$ cat src/rtl/dff_share_arbiter.sv
`default_nettype none
// ============================================================================
// Module   : dff_share_arbiter
// Purpose  : Round-robin arbiter sharing one WIDTH-bit D register among NREQ
//            requesters. At most one requester is granted per cycle and its
//            data is captured at the same edge. A requester asserting lock
//            together with req keeps ownership for up to MAX_HOLD consecutive
//            writes, after which it is released so others cannot starve.
// Ports    : clk      - clock, rising edge
//            rst_n    - asynchronous active-low reset
//            req      - per-requester write request      [NREQ]
//            lock     - per-requester hold request       [NREQ]
//            wdata    - packed write data, requester i at [i*WIDTH +: WIDTH]
//            gnt      - registered one-hot grant for the previous edge
//            q        - shared register contents
//            q_owner  - id of the requester that last wrote q
//            q_valid  - set by the first write after reset
// Revision : 1.0 - initial release
// ============================================================================
module dff_share_arbiter #(
  parameter int  NREQ     = 4,
  parameter int  WIDTH    = 8,
  parameter int  MAX_HOLD = 8,
  localparam int IDW      = $clog2(NREQ)
) (
  input  logic                  clk,
  input  logic                  rst_n,
  input  logic [NREQ-1:0]       req,
  input  logic [NREQ-1:0]       lock,
  input  logic [NREQ*WIDTH-1:0] wdata,
  output logic [NREQ-1:0]       gnt,
  output logic [WIDTH-1:0]      q,
  output logic [IDW-1:0]        q_owner,
  output logic                  q_valid
);

  // hold_cnt never exceeds MAX_HOLD, so it needs enough bits to hold MAX_HOLD.
  localparam int             c_hold_w  = (MAX_HOLD < 2) ? 1 : $clog2(MAX_HOLD + 1);
  localparam logic [IDW-1:0] c_last_id = IDW'(NREQ - 1);

  typedef enum logic [0:0] {
    S_IDLE  = 1'b0,
    S_OWNED = 1'b1
  } state_t;

  state_t                r_state;
  logic [NREQ-1:0]       r_gnt;
  logic [WIDTH-1:0]      r_q;
  logic [IDW-1:0]        r_owner;
  logic                  r_valid;
  logic [IDW-1:0]        r_rr_ptr;
  logic [c_hold_w-1:0]   r_hold_cnt;

  logic                  w_found;
  logic [IDW-1:0]        w_winner;
  logic [IDW-1:0]        w_next_ptr;
  logic [IDW-1:0]        w_sel;
  logic                  w_sel_req;
  logic                  w_sel_lock;
  logic [WIDTH-1:0]      w_sel_data;
  logic [NREQ-1:0]       w_sel_onehot;
  logic [c_hold_w-1:0]   w_hold_inc;
  logic                  w_hold_last;

  // Round-robin pick: requesters at or above rr_ptr outrank those below it,
  // and within each group the lowest index wins. The second loop runs last,
  // so any hit at or above the pointer overrides a wrapped-around hit.
  always_comb begin
    w_found  = 1'b0;
    w_winner = '0;
    for (int i = NREQ - 1; i >= 0; i--) begin
      if (req[i] && (IDW'(i) < r_rr_ptr)) begin
        w_found  = 1'b1;
        w_winner = IDW'(i);
      end
    end
    for (int i = NREQ - 1; i >= 0; i--) begin
      if (req[i] && (IDW'(i) >= r_rr_ptr)) begin
        w_found  = 1'b1;
        w_winner = IDW'(i);
      end
    end
  end

  assign w_next_ptr = (w_winner == c_last_id) ? '0 : w_winner + IDW'(1);

  // While owned, only the owner is considered; otherwise the arbitration
  // winner. One mux serves data, req, lock and the one-hot grant.
  always_comb begin
    w_sel        = (r_state == S_OWNED) ? r_owner : w_winner;
    w_sel_req    = 1'b0;
    w_sel_lock   = 1'b0;
    w_sel_data   = '0;
    w_sel_onehot = '0;
    for (int i = 0; i < NREQ; i++) begin
      if (IDW'(i) == w_sel) begin
        w_sel_req       = req[i];
        w_sel_lock      = lock[i];
        w_sel_data      = wdata[i*WIDTH +: WIDTH];
        w_sel_onehot[i] = 1'b1;
      end
    end
  end

  assign w_hold_inc  = r_hold_cnt + c_hold_w'(1);
  assign w_hold_last = (w_hold_inc == c_hold_w'(MAX_HOLD));

  always_ff @(posedge clk or negedge rst_n) begin
    if (!rst_n) begin
      r_state    <= S_IDLE;
      r_gnt      <= '0;
      r_q        <= '0;
      r_owner    <= '0;
      r_valid    <= 1'b0;
      r_rr_ptr   <= '0;
      r_hold_cnt <= '0;
    end else begin
      case (r_state)
        S_IDLE: begin
          if (w_found) begin
            r_q      <= w_sel_data;
            r_owner  <= w_winner;
            r_valid  <= 1'b1;
            r_gnt    <= w_sel_onehot;
            // Pointer is fixed at owner+1 for the whole ownership period.
            r_rr_ptr <= w_next_ptr;
            if (w_sel_lock && (MAX_HOLD > 1)) begin
              r_state    <= S_OWNED;
              r_hold_cnt <= c_hold_w'(1);
            end
          end else begin
            r_gnt <= '0;
          end
        end

        S_OWNED: begin
          if (w_sel_req) begin
            r_q        <= w_sel_data;
            r_gnt      <= w_sel_onehot;
            r_hold_cnt <= w_hold_inc;
            // Dropping lock makes this the last write; reaching the hold
            // limit forces release regardless of lock.
            if (!w_sel_lock || w_hold_last) begin
              r_state <= S_IDLE;
            end
          end else begin
            r_gnt   <= '0;
            r_state <= S_IDLE;
          end
        end

        default: begin
          r_state <= S_IDLE;
        end
      endcase
    end
  end

  assign gnt     = r_gnt;
  assign q       = r_q;
  assign q_owner = r_owner;
  assign q_valid = r_valid;

endmodule
`default_nettype wire

$ cat config.mk
export PLATFORM = sky130hd
export DESIGN_NAME = dff_share_arbiter
export DESIGN_NICKNAME = d
export VERILOG_FILES = /design/src/rtl/dff_share_arbiter.sv
export SDC_FILE = /design/constraint.sdc
export NUM_CORES = 1
export LEC_CHECK = 0
export ABC_AREA = 1
export ABC_CLOCK_PERIOD_IN_PS = 2000
export BUFFER_PORTS_ARGS = -buffer_cell sky130_fd_sc_hd__clkbuf_2
export CORE_ASPECT_RATIO = 2
export CORE_MARGIN = 2
export CORE_UTILIZATION = 48
export DETAILED_ROUTE_END_ITERATION = 12
export PLACE_DENSITY = 0.83
export SLEW_MARGIN = 40
export SYNTH_ARGS = -nofsm -noshare
export SYNTH_HDL_FRONTEND = slang
export SYNTH_SLANG_ARGS = --single-unit
export TNS_END_PERCENT = 50
$ cat constraint.sdc
create_clock -name clk -period 2 [get_ports clk]
set_clock_uncertainty 0.1 [all_clocks]
set_input_delay 0.1 -clock clk [delete_from_list [all_inputs] [get_ports clk]]
set_output_delay 0.1 -clock clk [all_outputs]
set_load 0.02 [all_outputs]
* Word level (Yosys, flattened, before mapping)
Index checks and enable logic that the tools add are counted.
** Word-level totals
- Register bits :: 22
- Logic and storage cells :: 89
** Operators by class
- Add/subtract/negate cells :: 2
- $lt $le $gt $ge :: 8
- Equality and inequality tests :: 8
- Mux-type cells :: 49
- Bitwise gates (word level) :: 1
- Reduce and logical (&&, ||, !) cells :: 14
** Operator list (count)
- 8-bit 2-to-1 mux :: 6
- 1-bit 2-to-1 mux :: 24
- 2-bit 2-to-1 mux :: 10
- 4-bit 2-to-1 mux :: 5
- 4-bit one-hot mux with 2 select lines :: 2
- 8-bit one-hot mux with 2 select lines :: 1
- 1-bit logical AND :: 8
- 4-bit by 1-bit adder with 4-bit output (second input constant) :: 1
- 2-bit == test (first input constant) :: 2
- 4-bit == test (second input constant) :: 1
- 1-bit by 2-bit greater-or-equal comparator with 1-bit output (first input constant) :: 2
- 2-bit greater-or-equal comparator (first input constant) :: 2
- 1-bit by 2-bit < comparator with 1-bit output (first input constant) :: 2
- 2-bit < comparator (first input constant) :: 2
- 2-bit inequality test (second input constant) :: 2
- 2-bit AND reduction :: 2
- 3-bit AND reduction :: 1
- 2-bit by 1-bit adder with 2-bit output (second input constant) :: 1
- 1-bit by 2-bit == test with 1-bit output (first input constant) :: 1
- 2-bit == test (second input constant) :: 1
- 2-bit logical NOT :: 1
- 2-bit by 1-bit inequality test with 1-bit output (second input constant) :: 1
- 1-bit one-hot mux with 2 select lines :: 1
- 1-bit logical NOT :: 1
- 2 further kinds :: 2

* Longest topological paths before layout
- Depth in word-level cells :: 21
- Mapped depth :: 15
- Gate-level depth less buffers :: 15

* Worst setup path after synthesis
No wires, ideal clock.
- Path type :: reg2reg
- Start :: register r_rr_ptr[1]
- End :: register r_q[7] (netlist: q[7])
- Setup time :: 118 ps
- Arrival :: 1580 ps
- Slack :: 202 ps
- Stages on the path, launching flop included :: 14
- Clock period less this slack :: 1798 ps
- Cell sequence :: dfrtp_1 > o21ai_0 > nand2_1 > nand2_1 > nand2_4 > nand2_8 > inv_8 > nor2_8 > nand2_2 > nand3_2 > nor2_4 > buf_6 > nand2_1 > o21ai_2
** On the way
- Longest elaborated chain between the ends :: 18
- Elaborated cells between the ends (all ways) :: 51
- Those cells by class :: 8 x order compare; 5 x eq/ne; 28 x mux; 10 x reduce/logical
** RTL lines
- start: declaration :: line 51 : logic [IDW-1:0] r_rr_ptr;
- start signal: assignment :: line 126 : r_rr_ptr <= w_next_ptr;
- 2-bit < comparator :: line 72 : if (req[i] && (IDW'(i) < r_rr_ptr)) begin
- 1-bit logical AND :: line 72
- 2-bit 2-to-1 mux (4 in series) :: line 72
- 2-bit 2-to-1 mux (4 in series) :: line 78 : if (req[i] && (IDW'(i) >= r_rr_ptr)) begin
- 2-bit 2-to-1 mux :: line 90 : w_sel = (r_state == S_OWNED) ? r_owner : w_winner;
- 2-bit logical NOT :: line 96 : if (IDW'(i) == w_sel) begin
- 8-bit 2-to-1 mux / 1-bit 2-to-1 mux (equally long branches) (4 in series) :: line 96
- 8-bit 2-to-1 mux, or another cell as far along :: line 137 : if (w_sel_req) begin
- 8-bit one-hot mux with 2 select lines / 2-bit AND reduction (equally long branches)
- end signal: assignment :: line 121 : r_q <= w_sel_data;
- end signal: assignment :: line 138 : r_q <= w_sel_data;
- end: declaration :: line 48 : logic [WIDTH-1:0] r_q;
Several ways; a longest one is shown, not always the timed one. The select of a mux whose other input is x is not followed.
A chain may end at the register's enable or synchronous reset.

* Worst setup path after layout
- Start :: register r_rr_ptr[1]
- End :: register r_hold_cnt[3]
** On the way
- Longest elaborated chain between the ends :: 18
- Elaborated cells between the ends (all ways) :: 49
- Those cells by class :: 8 x order compare; 6 x eq/ne; 25 x mux; 10 x reduce/logical
** RTL lines
- 2-bit < comparator :: line 72
- 1-bit logical AND :: line 72
- 2-bit 2-to-1 mux (4 in series) :: line 72
- 2-bit 2-to-1 mux (4 in series) :: line 78
- 2-bit 2-to-1 mux :: line 90
- 2-bit logical NOT :: line 96
- 1-bit 2-to-1 mux (4 in series) :: line 96
- 2-bit inequality test (no line) / 2-bit by 1-bit inequality test with 1-bit output (equally long branches)
- 3-bit AND reduction (no line) *
- end signal: assignment :: line 129 : r_hold_cnt <= c_hold_w'(1);
- end signal: assignment :: line 140 : r_hold_cnt <= w_hold_inc;
- end: declaration :: line 52 : logic [c_hold_w-1:0] r_hold_cnt;
Every way passes the cells marked *; elsewhere a longest branch is shown, timed or not.

==> reports/qor.csv <==
metric,value,unit
P_sw,1.71,mW
Root Driver,clkbuf_8,
Internal Power,1.85,mW
total power,3.55,mW
Reg power frac,22.2,%
hold wc startpoint,wdata[31],
routed length on met2,2260,µm
gpl congestion,0.894,
Met1 Routed Length,1360,µm
Worst Tran Pin Value,565,ps
worst-case vdd ir drop,1.29,mV
share of cells above drive strength 1,43.4,%
maxcap violations,0,
Site Rows,27,
Synth Area in Compound Gates,6.07,%
via count,1497,
CTS tree,built,
vias in the first global route,1372,
ys flop type,dfrtp_1,
Final Critical Period,1880,ps
Post-synth EDFFs,0,
Switching Fraction,48.0,%
endpoint class of the critical path,flip-flop,
final WL,3860,µm
Reg2Reg Capture Point,r_hold_cnt[3],
WL met3,138,µm
wire length per cell,13.5,µm
WS Path Type,flip-flop to flip-flop,
Hold Fails Final Rpt,0,
"Clk pin slew, worst setup/hold paths",90,ps
placed insts,269,
largest net degree at the start of global routing,23,
# IOs,57,
ant diodes,0,
clk sinks,22,
PortBufs,56,
antenna-violating nets left,0,
Critical Path Start Type,flip-flop,
gr usage total,23.2,%
"most common cell after layout, fill and taps aside",nand2_1,
Clock Latency Late Sink,270,ps
count of cell types in the netlist,28,
worst min path class,primary input to flip-flop,
Critical Path AT,1940,ps
Die Ht,80.4,µm
die width,42.2,µm
final std cells w/o fill,287,
Worst Hold End,q[7],
Congestion Overflow GR,0,
drt pass-1 iters,5,
DR iter-0 viols,40,
Area Growth Syn to Fin,40.0,%
relative slew slack,62.3,%
Top Metal Used,met4,
DP Wirelength,2830,µm
critical path required time,2060,ps
NumNets Final,302,
post-synthesis adder-cell area fraction,0.892,%
post-synthesis sequential area ratio,39.3,%
worst flop-to-flop path startpoint,r_rr_ptr[1],
via/cell ratio,5.22,
"Max FO, Critical Path",6,
most frequent cells in the layout,"nand2_1 (69), clkbuf_2 (56), dfrtp_1 (21)",
RSZ-0062 raised after global routing,true,
Synth Area in XOR/XNOR,1.25,%
H-tree levels,1,
mux cell area share after synthesis,0.803,%
Fmax,0.532,GHz
post-synthesis instance total,180,
largest family of logic cells by synthesized area,simple AND/OR/NAND/NOR gates,
CTS Buf Count,3,
outcome,"finished, final reports clean",
power share of the combinational group,66.0,%
Worst Reg-to-Reg Cells,12,
R2R setup slack,120,ps
Core Area,2770,µm²
ratio of final minimum period to clock period,94.0,%
Lkg Pwr,1.11,nW
synthesized area per cell,7.79,µm²
flip-flop and latch count after synthesis,22,
Ys Warns,0,
first-pass GRT wire length,5960,µm
clock share of power,11.8,%
post-synthesis cell area,1400,µm²
Synth Net Count,223,
Post-Synth Simple-Gate Area,45.8,%
worst-case clock buffer depth,2,
ys async rst share,100,%
Max Transition Viols Final,0,
Pwr Density,1810,nW/µm²
die area,3400,µm²
DRC viols,0,
initial core utilization,50.6,%
Hold Path Depth,3,
antenna violations before repair,0,
Setup Viol. Count Final,0,
## how the worst max path moves through the flow
stage,slack (ps),to,start
6_report,120,r_hold_cnt[3],r_rr_ptr[1]
5_1_grt,-40,r_hold_cnt[3],r_rr_ptr[1]
4_1_cts,10,r_hold_cnt[3],r_rr_ptr[1]
3_3_place_gp,50,q[7],r_rr_ptr[1]
3_5_place_dp,20,q[7],r_rr_ptr[1]
2_1_floorplan,200,q[7],r_rr_ptr[1]
## worst max-delay path: stages (launching register included)
cell and delay [ps]:
dfrtp_2 460, inv_2 80, nand3_2 110, nand2_2 120
nor2_4 40, nand2_4 100, nand2_8 90, nor2_4 150
nand2_2 100, nand3_1 170, nand2_2 110, nand3_1 90
nand2_1 60
## cells in the mapped netlist, types with 3 or more instances
master | instances | area (µm²)
o21ai_1 | 3 | 15.0
nand2_1 | 73 | 274
o21ai_0 | 5 | 25.0
nand3_1 | 14 | 70.1
nor2_4 | 4 | 45.0
inv_1 | 13 | 48.8
nand3_2 | 3 | 30.0
dfrtp_1 | 22 | 551
a21oi_1 | 6 | 30.0
nand4_1 | 8 | 50.1
nand2_2 | 7 | 43.8
nand2_4 | 3 | 33.8
## through the flow
stage                     utilization, %  TNS (ps)  cell area (µm²)  hold slack [ps]  setup slack, ps
after floorplan                        -         0             1400             -296              202
after global placement              63.1         0             1750             13.0             46.3
after detailed placement            63.1         0             1750             18.7             17.6
after CTS                           66.8         0             1850             2.12             13.0
after global routing                70.9      -175             1960             11.0            -41.3
final                               70.9         0             1960             1.83              120
## power groups by stage
stage	clock, mW	sequential (mW)	combinational [mW]
2_1_floorplan	0	0.907	1.39
3_3_place_gp	0	0.775	2.03
3_5_place_dp	0	0.779	2.05
4_1_cts	0.427	0.773	2.07
5_1_grt	0.441	0.809	2.58
6_report	0.420	0.787	2.35
## repair_timing
| item | in CTS | in global routing |
|---|---|---|
| hold endpoints to repair | 24 | 0 |
| resized for setup | 1 | 10 |
| hold buffers | 3 | 0 |
| setup buffers | 0 | 11 |
| setup endpoints to repair | 2 | 14 |
| pin swaps | 0 | 5 |
## sequential cells by signal, summed over array words and instances (netlist names)
name	cells
q_owner	2
r_rr_ptr	2
r_hold_cnt	4
q_valid	1
q	8
gnt	4
r_state	1
## layout make-up
cell class	instances	area, µm²
Clock buffer	3	41.3
Clock inverter	1	30.0
Fill cell	224	807
Inverter	16	67.6
Multi-Input combinational cell	140	795
Sequential cell	22	552
Tap cell	29	36.3
Timing Repair Buffer	76	442
## layer usage
layer,track usage [%],vias up
met2,44.0,57
li1,-,739
met5,0,-
met1,23.8,693
met4,12.2,0
met3,2.47,8
## logic make-up after synthesis
group                    count (synthesis)
multiplexers                             1
AND/OR/NAND/NOR                        120
adder cells (fa/ha/maj)                  1
XOR/XNOR                                 2
AO/OA/AOI/OAI                           16
buffers and inverters                   18
flip-flops                              22
(Power assumes the default switching activity.)
